<file path="src/rtl/cpu_step_ctrl.sv">
// cpu_step_ctrl
// Run/halt/single-step controller for the single-cycle core. It qualifies the
// prescaler tick into o_cpu_en, accepts RUN/HALT/STEP commands, optionally
// stops on a PC breakpoint and counts retired instructions.
//
// Build option: define CPU_STEP_CTRL_BREAKPOINT_EN to implement the PC
// breakpoint comparator, skip flag and sticky o_bp_hit. Without it the
// breakpoint inputs are ignored and o_bp_hit is tied low.
//
// Ports:
//   i_clk, i_arst        clock, asynchronous active-high reset
//   i_tick               one-cycle clock-enable pulse from the prescaler
//   i_cmd_valid, i_cmd   command request (00 NOP, 01 RUN, 10 HALT, 11 STEP)
//   i_step_n             instruction count for STEP (0 behaves as 1)
//   o_cmd_ready          command accepted when i_cmd_valid & o_cmd_ready at posedge
//   i_pc                 current core PC
//   i_bp_en, i_bp_addr   breakpoint enable and address
//   o_cpu_en             core advances one instruction this cycle
//   o_state              00 HALT, 01 RUN, 10 STEP
//   o_halted             o_state == HALT
//   o_bp_hit             sticky: a breakpoint stopped execution
//   o_retired            count of o_cpu_en pulses, wraps
module cpu_step_ctrl #(
    parameter int PC_W   = 32,
    parameter int STEP_W = 8,
    parameter int CNT_W  = 32
) (
    input  logic              i_clk,
    input  logic              i_arst,
    input  logic              i_tick,
    input  logic              i_cmd_valid,
    input  logic [1:0]        i_cmd,
    input  logic [STEP_W-1:0] i_step_n,
    output logic              o_cmd_ready,
    input  logic [PC_W-1:0]   i_pc,
    input  logic              i_bp_en,
    input  logic [PC_W-1:0]   i_bp_addr,
    output logic              o_cpu_en,
    output logic [1:0]        o_state,
    output logic              o_halted,
    output logic              o_bp_hit,
    output logic [CNT_W-1:0]  o_retired
);
    typedef enum logic [1:0] {
        ST_HALT = 2'b00,
        ST_RUN  = 2'b01,
        ST_STEP = 2'b10
    } state_t;

    localparam logic [1:0] CMD_RUN  = 2'b01;
    localparam logic [1:0] CMD_HALT = 2'b10;
    localparam logic [1:0] CMD_STEP = 2'b11;

    state_t            state;
    logic [STEP_W-1:0] remaining;
    logic [CNT_W-1:0]  retired;
    logic              match;
    logic              active_tick;
    logic              cmd_accept;

    // Command handshake: a command transfers on a posedge where both
    // i_cmd_valid and o_cmd_ready are high. The requester may hold valid for
    // any number of cycles; ready is low only while a STEP is in progress,
    // so a STEP can be ended only by completion, a breakpoint or reset.
    assign o_cmd_ready = (state != ST_STEP);
    assign cmd_accept  = i_cmd_valid & o_cmd_ready;
    assign o_halted    = (state == ST_HALT);
    assign o_state     = state;
    assign o_retired   = retired;

    // Tick seen while executing; the breakpoint may still veto the pulse.
    assign active_tick = i_tick & (state != ST_HALT);
    assign o_cpu_en    = active_tick & ~match;

`ifdef CPU_STEP_CTRL_BREAKPOINT_EN
    logic skip;
    logic bp_hit;

    // skip masks the comparator for the first tick after RUN/STEP so that
    // resuming while parked on the breakpoint PC executes that instruction.
    assign match    = i_bp_en & (i_pc == i_bp_addr) & ~skip;
    assign o_bp_hit = bp_hit;

    always_ff @(posedge i_clk or posedge i_arst) begin
        if (i_arst) begin
            skip   <= 1'b0;
            bp_hit <= 1'b0;
        end else begin
            if (active_tick) begin
                skip <= 1'b0;
                if (match) begin
                    bp_hit <= 1'b1;
                end
            end
            // A command in the same cycle takes priority over the tick.
            if (cmd_accept) begin
                bp_hit <= 1'b0;
                if (i_cmd == CMD_RUN || i_cmd == CMD_STEP) begin
                    skip <= 1'b1;
                end
            end
        end
    end
`else
    logic unused_bp;
    assign unused_bp = ^{i_pc, i_bp_en, i_bp_addr};
    assign match     = 1'b0;
    assign o_bp_hit  = 1'b0;
`endif

    // Tick effects are computed from the state in force this cycle; an
    // accepted command then overrides the next state, so a HALT issued
    // together with a tick still lets that tick retire.
    always_ff @(posedge i_clk or posedge i_arst) begin
        if (i_arst) begin
            state     <= ST_HALT;
            remaining <= '0;
            retired   <= '0;
        end else begin
            if (active_tick) begin
                if (match) begin
                    // Breakpoint wins over a final step; the leftover count
                    // is harmless because HALT ignores it.
                    state <= ST_HALT;
                end else begin
                    retired <= retired + CNT_W'(1);
                    if (state == ST_STEP) begin
                        remaining <= remaining - STEP_W'(1);
                        if (remaining == STEP_W'(1)) begin
                            state <= ST_HALT;
                        end
                    end
                end
            end
            if (cmd_accept) begin
                case (i_cmd)
                    CMD_RUN:  state <= ST_RUN;
                    CMD_HALT: state <= ST_HALT;
                    CMD_STEP: begin
                        state     <= ST_STEP;
                        remaining <= (i_step_n == '0) ? STEP_W'(1) : i_step_n;
                    end
                    default: ;
                endcase
            end
        end
    end
endmodule

</file>
<file path="config.mk">
export PLATFORM = sky130hd
export DESIGN_NAME = cpu_step_ctrl
export DESIGN_NICKNAME = d
export VERILOG_FILES = /design/src/rtl/cpu_step_ctrl.sv
export SDC_FILE = /design/constraint.sdc
export NUM_CORES = 1
export LEC_CHECK = 0
export CAP_MARGIN = 20
export CORE_ASPECT_RATIO = 1.2
export CORE_MARGIN = 2
export CORE_UTILIZATION = 30
export CTS_CLUSTER_DIAMETER = 80
export CTS_CLUSTER_SIZE = 24
export DETAILED_ROUTE_END_ITERATION = 10
export PLACE_DENSITY = 0.69
export SLEW_MARGIN = 20
export SYNTH_ARGS = -nofsm -noshare
export SYNTH_HDL_FRONTEND = slang
export SYNTH_SLANG_ARGS = --single-unit
</file>
<file path="constraint.sdc">
create_clock -name i_clk -period 1.9 [get_ports i_clk]
set_input_delay 0.38 -clock i_clk [delete_from_list [all_inputs] [get_ports i_clk]]
set_output_delay 0.38 -clock i_clk [all_outputs]
set_load 0.01 [all_outputs]
</file>
Word-level counts from Yosys, hierarchy flattened:

Index checks and enable logic that the tools add are counted.
W data, S select, Z words.

* register bits: 42
* bits in latches: 0
* memory bits (writable): 0
* bits in read-only memories: 0
* input bits: 79
* output and inout port bits: 38
* logic and storage cells: 26
* memories: 0

* add/sub/neg operators: 2
* multiply operators: 0
* divide/modulo/power cells: 0
* magnitude comparators: 0
* equality and inequality tests: 6
* shift-type cells: 0
* mux-type cells: 10
* bitwise logic cells: 2
* reduce and logical (&&, ||, !) cells: 3

Operators by type and width (number)
* $mux W8: 5
* $add A32 B1 Y32 const B: 1
* $eq A8 B1 Y1 const B: 1
* $logic_not A8 Y1: 1
* $mux W2: 4
* $sub A8 B1 Y8 const B: 1
* $eq A2 B2 Y1 const B: 3
* $pmux W2 S3: 1
* $and A1 B1 Y1: 2
* $eq A2 B1 Y1 const B: 1
* $logic_not A2 Y1: 1
* $ne A2 B2 Y1 const B: 1
* $reduce_bool A2 Y1: 1

Longest topological paths before layout:

Gate-level depths: netlist of the first run.

* word-level depth: 6
* depth in mapped cells: 6
* gate-level depth less buffers: 6

Worst setup path before layout of the first run:

Ideal clock, no wire load.

* path kind: flip-flop to flip-flop
* from: reg retired[4] (netlist: o_retired[4])
* to: reg retired[25] (netlist: o_retired[25])
* setup time: 0.127 ns
* arrival: 1.338 ns
* data required time: 1.773 ns
* setup slack: 0.435 ns
* stages on the path, launching flop included: 7
* path buffers: 2
* clock period less this slack: 1.465 ns
* cells stage by stage: dfrtp_1 and4_4 and4_1 buf_6 buf_6 nand4_1 xnor2_1

* cells in the longest elaborated chain, start to end: 1

RTL lines
* from (decl): line 56 `logic [CNT_W-1:0] retired;`
* from (signal assigned): line 126 `retired <= retired + CNT_W'(1);`
* $add A32 B1 Y32: line 126

Every way passes these cells.
A chain may end at the register's enable or synchronous reset.

Worst setup path after layout of the first run:

* from: reg state[0] (netlist: o_state[0])
* to: out o_cmd_ready

* cells in the longest elaborated chain, start to end: 1

RTL lines
* from (decl): line 54 `state_t state;`
* from (signal assigned): line 116 `state <= ST_HALT;`
* from (signal assigned): line 124 `state <= ST_HALT;`
* from (signal assigned): line 130 `state <= ST_HALT;`
* $ne A2 B2 Y1: line 65 `assign o_cmd_ready = (state != ST_STEP);`
* to (decl): line 34 `output logic o_cmd_ready,`

Every way passes these cells.

==> results.py, run 1 <==
metrics = {
    "run_status": {
        "run_status": "completed",
    },
    "critical_path": {
        "timing.critical_path.to_type": "output pin",
        "worst_ep_required_time_ps": 1520,
        "crit_arrival_ps": 1450,
        "r2r.worst_path.cells": 5,
        "worst_r2r_endpoint": "o_retired[23]$_DFFE_PP0P_",
        "critical_path.startpoint_type": "flop",
        "worst-r2r-setup-slack_ps": 340,
        "crit-reg2reg-launch": "o_retired[4]$_DFFE_PP0P_",
        "worst-setup-path-type": "reg2out",
        "worst-path-max-fanout": 10,
    },
    "die": {
        "design.portCount": 117,
        "core-area_um2": 6770,
        "start_util": 0.306,
        "die_h_um": 95.0,
        "design.die.area_um2": 7590,
        "num_rows": 33,
        "dieWidth_um": 79.9,
    },
    "pwr": {
        "vdd_drop_max_mv": 0.411,
        "p_leak_nw": 1.14,
        "cellPowerDensity_nw_per_um2": 910,
    },
    "layout": {
        "antenna-diode-count": 0,
        "finalNonFillerCells": 346,
        "design.final.nets": 341,
        "area_growth_pct": 34.5,
        "final_layout_size_suffix_gt1_frac": 0.0849,
        "final_design_area_no_fill_um2": 2790,
        "fillCellCount": 673,
    },
    "sta": {
        "final_period_minus_worst_setup_slack_ps": 1830,
        "relSlewSlack": 0.673,
        "rsz0062_at_grt": "false",
        "finalSetupViolCount": 0,
        "final_hold_viol_count": 0,
        "worst_hold_slack_ps": 447,
        "fin_setup_tns_ps": 0,
        "final_min_period_over_clock_period": 0.961,
        "drv_slew": 0,
        "tightestPinTransition_ps": 487,
        "fin_worst_skew_ps": 11.0,
        "achievable-frequency_mhz": 548,
    },
    "worst_hold_path": {
        "worst_hold_path_type": "in2async",
    },
    "cts": {
        "clock_latency_ps": 290,
        "clock_path_buffers": 2,
        "clock_tree.htree_level_count": 2,
        "clk_root_buffer_cell": "sky130_fd_sc_hd__clkbuf_8",
        "cts_hold_repair.buffers": 0,
        "path_clk_slew_ps": 80,
        "cts_buffers": 5,
        "clock_sinks": 42,
        "tritoncts": "built",
        "setup_repair_bufs_after_cts": 0,
    },
    "synth": {
        "synth-seq-area-share": 0.507,
        "synth.avg_cell_area_um2": 10.4,
        "synth.most_common_cell": "sky130_fd_sc_hd__dfrtp_1",
        "library_cell_with_the_largest_summed_area_after_synthesis": "sky130_fd_sc_hd__dfrtp_1",
        "synth_cell_type_count": 32,
        "postSynth.asyncResetShare": 1.00,
        "netlist_instances": 200,
        "synth.cells.most_frequent": "sky130_fd_sc_hd__dfrtp_1 (42), sky130_fd_sc_hd__xnor2_1 (30), sky130_fd_sc_hd__nand4_1 (20)",
        "yosys_warnings": 0,
        "netlist_area_um2": 2070,
        "synthTopCellsByArea": "sky130_fd_sc_hd__dfrtp_1 (51%), sky130_fd_sc_hd__xnor2_1 (13%), sky130_fd_sc_hd__nand4_1 (6.0%)",
        "synth_fp_nets": 282,
        "number_of_flops_mapped_to_enable_cells_by_yosys": 0,
        "flip_flop_and_latch_count_after_synthesis": 42,
        "synth_ff_type": "sky130_fd_sc_hd__dfrtp_1",
        "synth_top_area_frac": 0.507,
    },
    "global_route": {
        "via_count_of_the_first_global_routing_pass": 1613,
        "grt-ovfl-total": 0,
        "grt_pass1_wl_um": 7320,
        "maximum_number_of_pins_on_one_net_before_global_route_repair": 43,
        "initial_antenna_violation_count": 0,
        "track_usage": 0.121,
    },
    "drt": {
        "remaining_number_of_nets_flagged_by_the_antenna_check_after_routing": 0,
        "totalWireLength_um": 4340,
        "first_pass_iters": 4,
        "drt-wirelength-per-cell_um": 12.5,
        "drt-vias-per-instance": 4.85,
        "dr.first_iter.drc_count": 93,
        "post-route-drc-count": 0,
        "vias": 1677,
    },
    "run": {
        "cap_violations": 0,
    },
    "place": {
        "gp_routability_congestion": 0.795,
        "placedInstanceArea_um2": 2710,
        "numPlacedInstances": 339,
        "buffer_ports.inserted": 50,
        "dp_hpwl_um": 3130,
    },
}
==> timing repair <==
action / CTS / global route
hold endpoints to repair: 0 / 0
setup endpoints to repair: 2 / 2
resized for setup: 2 / 1
gates cloned: 0 / 0
pin swaps: 0 / 0
==> final cells by class <==
cell class,count,area (um2),share of cell area
sequential,42,1050,0.378
multi-input combinational,143,936,0.336
timing repair buffer,59,579,0.208
tap,87,109,0.0391
clock buffer,5,68.8,0.0247
inverter,8,30.0,0.0108
clock inverter,2,10.0,0.00359
==> where the power goes <==
part	switching (W)	internal, W
Clock	0.000293	0.000247
Sequential	0.000201	0.00106
Combinational	0.000322	0.000413
==> critical path: stages, from the launching register on <==
cell	delay, ps
sky130_fd_sc_hd__dfrtp_2	450
sky130_fd_sc_hd__nand2b_1	170
sky130_fd_sc_hd__clkdlybuf4s50_1	540
==> cell usage in the layout, fill, tap and decap left out, types with 8 or more instances in the layout <==
cell and n:
sky130_fd_sc_hd__clkdlybuf4s50_1 49, sky130_fd_sc_hd__dfrtp_1 40, sky130_fd_sc_hd__xnor2_1 30, sky130_fd_sc_hd__nand4_1 20, sky130_fd_sc_hd__nor2_1 15, sky130_fd_sc_hd__nand3_1 14, sky130_fd_sc_hd__nand2_1 14, sky130_fd_sc_hd__inv_1 8
sky130_fd_sc_hd__a21oi_1 8, sky130_fd_sc_hd__xor2_1 8, sky130_fd_sc_hd__buf_4 8
==> per-layer routing <==
layer,share of wire,GRT usage,vias to the layer above
li1,-,-,810
met1,0.42,0.136,821
met2,0.53,0.226,42
met3,0.044,0.0284,4
met4,0.0078,0.0367,0
met5,0,0,-
==> flip-flops by register name (all words and copies together), names as in the netlist <==
name,flops
o_state,2
remaining,8
o_retired,32
==> how the worst max path moves through the flow <==
stage	from	to
finish	o_state[0]$_DFF_PP0_	o_cmd_ready
global route	o_state[0]$_DFF_PP0_	o_cmd_ready
CTS	o_state[1]$_DFF_PP0_	o_cmd_ready
detailed placement	i_tick	o_cpu_en
global placement	i_tick	o_cpu_en
floorplan	o_retired[4]$_DFFE_PP0P_	o_retired[25]$_DFFE_PP0P_
==> kinds of logic (layout without fill, tap and decap cells) <==
kind of cell	after synthesis	after routing	synth area share
mux	1	1	0.00543
compound gates	12	12	0.0326
fa+ha+maj	3	3	0.0181
xor+xnor	38	38	0.161
buf+inv	15	74	0.0411
other cells	1	1	0.00181
flops	42	42	0.507
simple gates	88	88	0.233
==> stage by stage <==
stage / utilization / power, W / worst slack [ps]
after CTS: 0.411 / 0.00257 / 43.1
after global routing: 0.411 / 0.00272 / 11.2
after floorplan: - / 0.00164 / 435
after global placement: 0.400 / 0.00199 / -71.7
final: 0.411 / 0.00253 / 74.6
after detailed placement: 0.400 / 0.00202 / -78.6
No activity file was read; power rests on OpenSTA's default activity.
==> run 2, diff against run 1 <==
--- a/config.mk
+++ b/config.mk
@@ -7,13 +7,14 @@
 export LEC_CHECK = 0
 export CAP_MARGIN = 20
 export CORE_ASPECT_RATIO = 1.2
-export CORE_MARGIN = 2
 export CORE_UTILIZATION = 30
 export CTS_CLUSTER_DIAMETER = 80
 export CTS_CLUSTER_SIZE = 24
 export DETAILED_ROUTE_END_ITERATION = 10
+export HOLD_SLACK_MARGIN = 0.02
 export PLACE_DENSITY = 0.69
 export SLEW_MARGIN = 20
 export SYNTH_ARGS = -nofsm -noshare
 export SYNTH_HDL_FRONTEND = slang
 export SYNTH_SLANG_ARGS = --single-unit
+export TNS_END_PERCENT = 20
==> run 2 against run 1 <==
  * Power rose by 6.3%
  * First-iteration DRC count shrank 17%
  * Clock power rose by 30%
  * Non-clock buffer count did not move
  * Setup slack got worse by 13 ps
  * Maximum frequency decreased by 0.71%
  * Hold slack gained 17 ps
  * Global-route usage grew 0.82 points
  * Core utilization up 1.7 points
  * Via count shrank 0.95%
  * Die area decreased by 4.6%
  * Final cell count down 0.29%
  * Largest power group unchanged
==> results.py, run 2 (same netlist as run 1, synthesis figures left out) <==
metrics = {
    "run_status": {
        "run_status": "completed",
    },
    "critical_path": {
        "critical_path.startpoint_type": "flop",
        "worst_ep_required_time_ps": 1520,
        "timing.critical_path.to_type": "output pin",
        "crit_arrival_ps": 1460,
        "worst-setup-path-type": "reg2out",
        "worst-path-max-fanout": 10,
    },
    "die": {
        "core-area_um2": 6570,
        "num_rows": 32,
        "design.portCount": 117,
        "dieWidth_um": 77.9,
        "die_h_um": 93.0,
        "start_util": 0.316,
        "design.die.area_um2": 7240,
    },
    "global_route": {
        "grt-ovfl-total": 0,
        "track_usage": 0.129,
        "grt_pass1_wl_um": 7330,
        "initial_antenna_violation_count": 0,
        "maximum_number_of_pins_on_one_net_before_global_route_repair": 43,
        "via_count_of_the_first_global_routing_pass": 1588,
    },
    "cts": {
        "clock_sinks": 42,
        "cts_buffers": 5,
        "cts_hold_repair.buffers": 0,
        "clock_latency_ps": 290,
        "clock_tree.htree_level_count": 2,
        "cts.repair.resized": 2,
        "setup_repair_bufs_after_cts": 0,
        "tritoncts": "built",
        "clock_path_buffers": 2,
        "clk_root_buffer_cell": "sky130_fd_sc_hd__clkbuf_8",
        "path_clk_slew_ps": 80,
    },
    "place": {
        "dp_hpwl_um": 3000,
        "buffer_ports.inserted": 50,
        "gp_routability_congestion": 0.776,
        "numPlacedInstances": 337,
    },
    "drt": {
        "remaining_number_of_nets_flagged_by_the_antenna_check_after_routing": 0,
        "dr.first_iter.drc_count": 77,
        "drt-vias-per-instance": 4.81,
        "vias": 1661,
        "post-route-drc-count": 0,
        "drt-wirelength-per-cell_um": 12.2,
        "totalWireLength_um": 4210,
        "first_pass_iters": 4,
    },
    "layout": {
        "finalNonFillerCells": 345,
        "layout_commonest_cell": "sky130_fd_sc_hd__clkdlybuf4s50_1",
        "largest_register_ffs": 32,
        "fillCellCount": 637,
        "final_core_utilization": 0.429,
        "commonest_cells_after_routing_fill_and_taps_aside": "sky130_fd_sc_hd__clkdlybuf4s50_1 (49), sky130_fd_sc_hd__dfrtp_1 (40), sky130_fd_sc_hd__xnor2_1 (30), sky130_fd_sc_hd__nand4_1 (20), sky130_fd_sc_hd__nor2_1 (15)",
        "area_growth_pct": 35.8,
        "antenna-diode-count": 0,
        "design.final.nets": 341,
        "final_layout_size_suffix_gt1_frac": 0.0885,
    },
    "pwr": {
        "vdd_drop_max_mv": 0.519,
        "p_leak_nw": 1.15,
        "cellPowerDensity_nw_per_um2": 957,
    },
    "sta": {
        "final_hold_viol_count": 0,
        "fin_worst_skew_ps": 7.43,
        "rsz0062_at_grt": "false",
        "fin_setup_tns_ps": 0,
        "drv_slew": 0,
        "finalSetupViolCount": 0,
        "final_period_minus_worst_setup_slack_ps": 1840,
        "achievable-frequency_mhz": 544,
        "final_min_period_over_clock_period": 0.968,
    },
    "run": {
        "cap_violations": 0,
    },
    "worst_hold_path": {
        "worst_hold_path_type": "in2async",
    },
}
run 2: worst paths after layout:
check / start / endpoint / slack [ps] / cells after the start
setup / recovery: o_state[0]$_DFF_PP0_ / o_cmd_ready / 60 / 2
hold / removal: i_arst / remaining[4]$_DFF_PP0_ / 460 / 3
setup reg to reg: o_retired[4]$_DFFE_PP0P_ / o_retired[22]$_DFFE_PP0P_ / 350 / 5
min in group i_clk: o_retired[31]$_DFFE_PP0P_ / o_retired[31]$_DFFE_PP0P_ / 470 / 1
max in group asynchronous: i_arst / o_state[0]$_DFF_PP0_ / 1230 / 3
hold reg to reg: o_retired[31]$_DFFE_PP0P_ / o_retired[31]$_DFFE_PP0P_ / 470 / 1
run 2: per-stage QoR:
stage / hold WS [ps] / power (W) / setup WS (ps) / instance area, um2
final: 464 / 0.00269 / 61.5 / 2810
after global routing: 483 / 0.00288 / 3.57 / 2810
after CTS: 471 / 0.00274 / 34.4 / 2810
after detailed placement: 467 / 0.00202 / -53.7 / 2700
after global placement: 470 / 0.00199 / -65.1 / 2700
after floorplan: 466 / 0.00164 / 435 / 2070
run 2: layer usage:
| layer | wire [um] | track usage | share of wire | up-vias |
|---|---|---|---|---|
| met5 | 0 | 0 | 0 | - |
| met4 | 63 | 0.0503 | 0.015 | 0 |
| met3 | 176 | 0.0293 | 0.042 | 5 |
| met2 | 2150 | 0.227 | 0.51 | 40 |
| met1 | 1820 | 0.152 | 0.43 | 809 |
| li1 | - | - | - | 807 |
run 2: critical path, stage by stage, from the launching register on:
cell	delay (ps)
sky130_fd_sc_hd__dfrtp_2	470
sky130_fd_sc_hd__nand2b_1	160
sky130_fd_sc_hd__clkdlybuf4s50_1	540
run 2: layout make-up:
| class | count | area (um2) | area share |
|---|---|---|---|
| clock buffers | 5 | 68.8 | 0.0245 |
| clock inverters | 3 | 40.0 | 0.0142 |
| inverters | 8 | 30.0 | 0.0107 |
| multi-input cells | 143 | 936 | 0.333 |
| flip-flops and latches | 42 | 1050 | 0.374 |
| well taps | 85 | 106 | 0.0378 |
| repair buffers | 59 | 579 | 0.206 |
run 2: report_power, final:
group	switching, W	internal, W	leakage, nW
logic	0.000324	0.000415	0.542
clock network	0.000313	0.000387	0.0579
registers	0.000197	0.00106	0.550
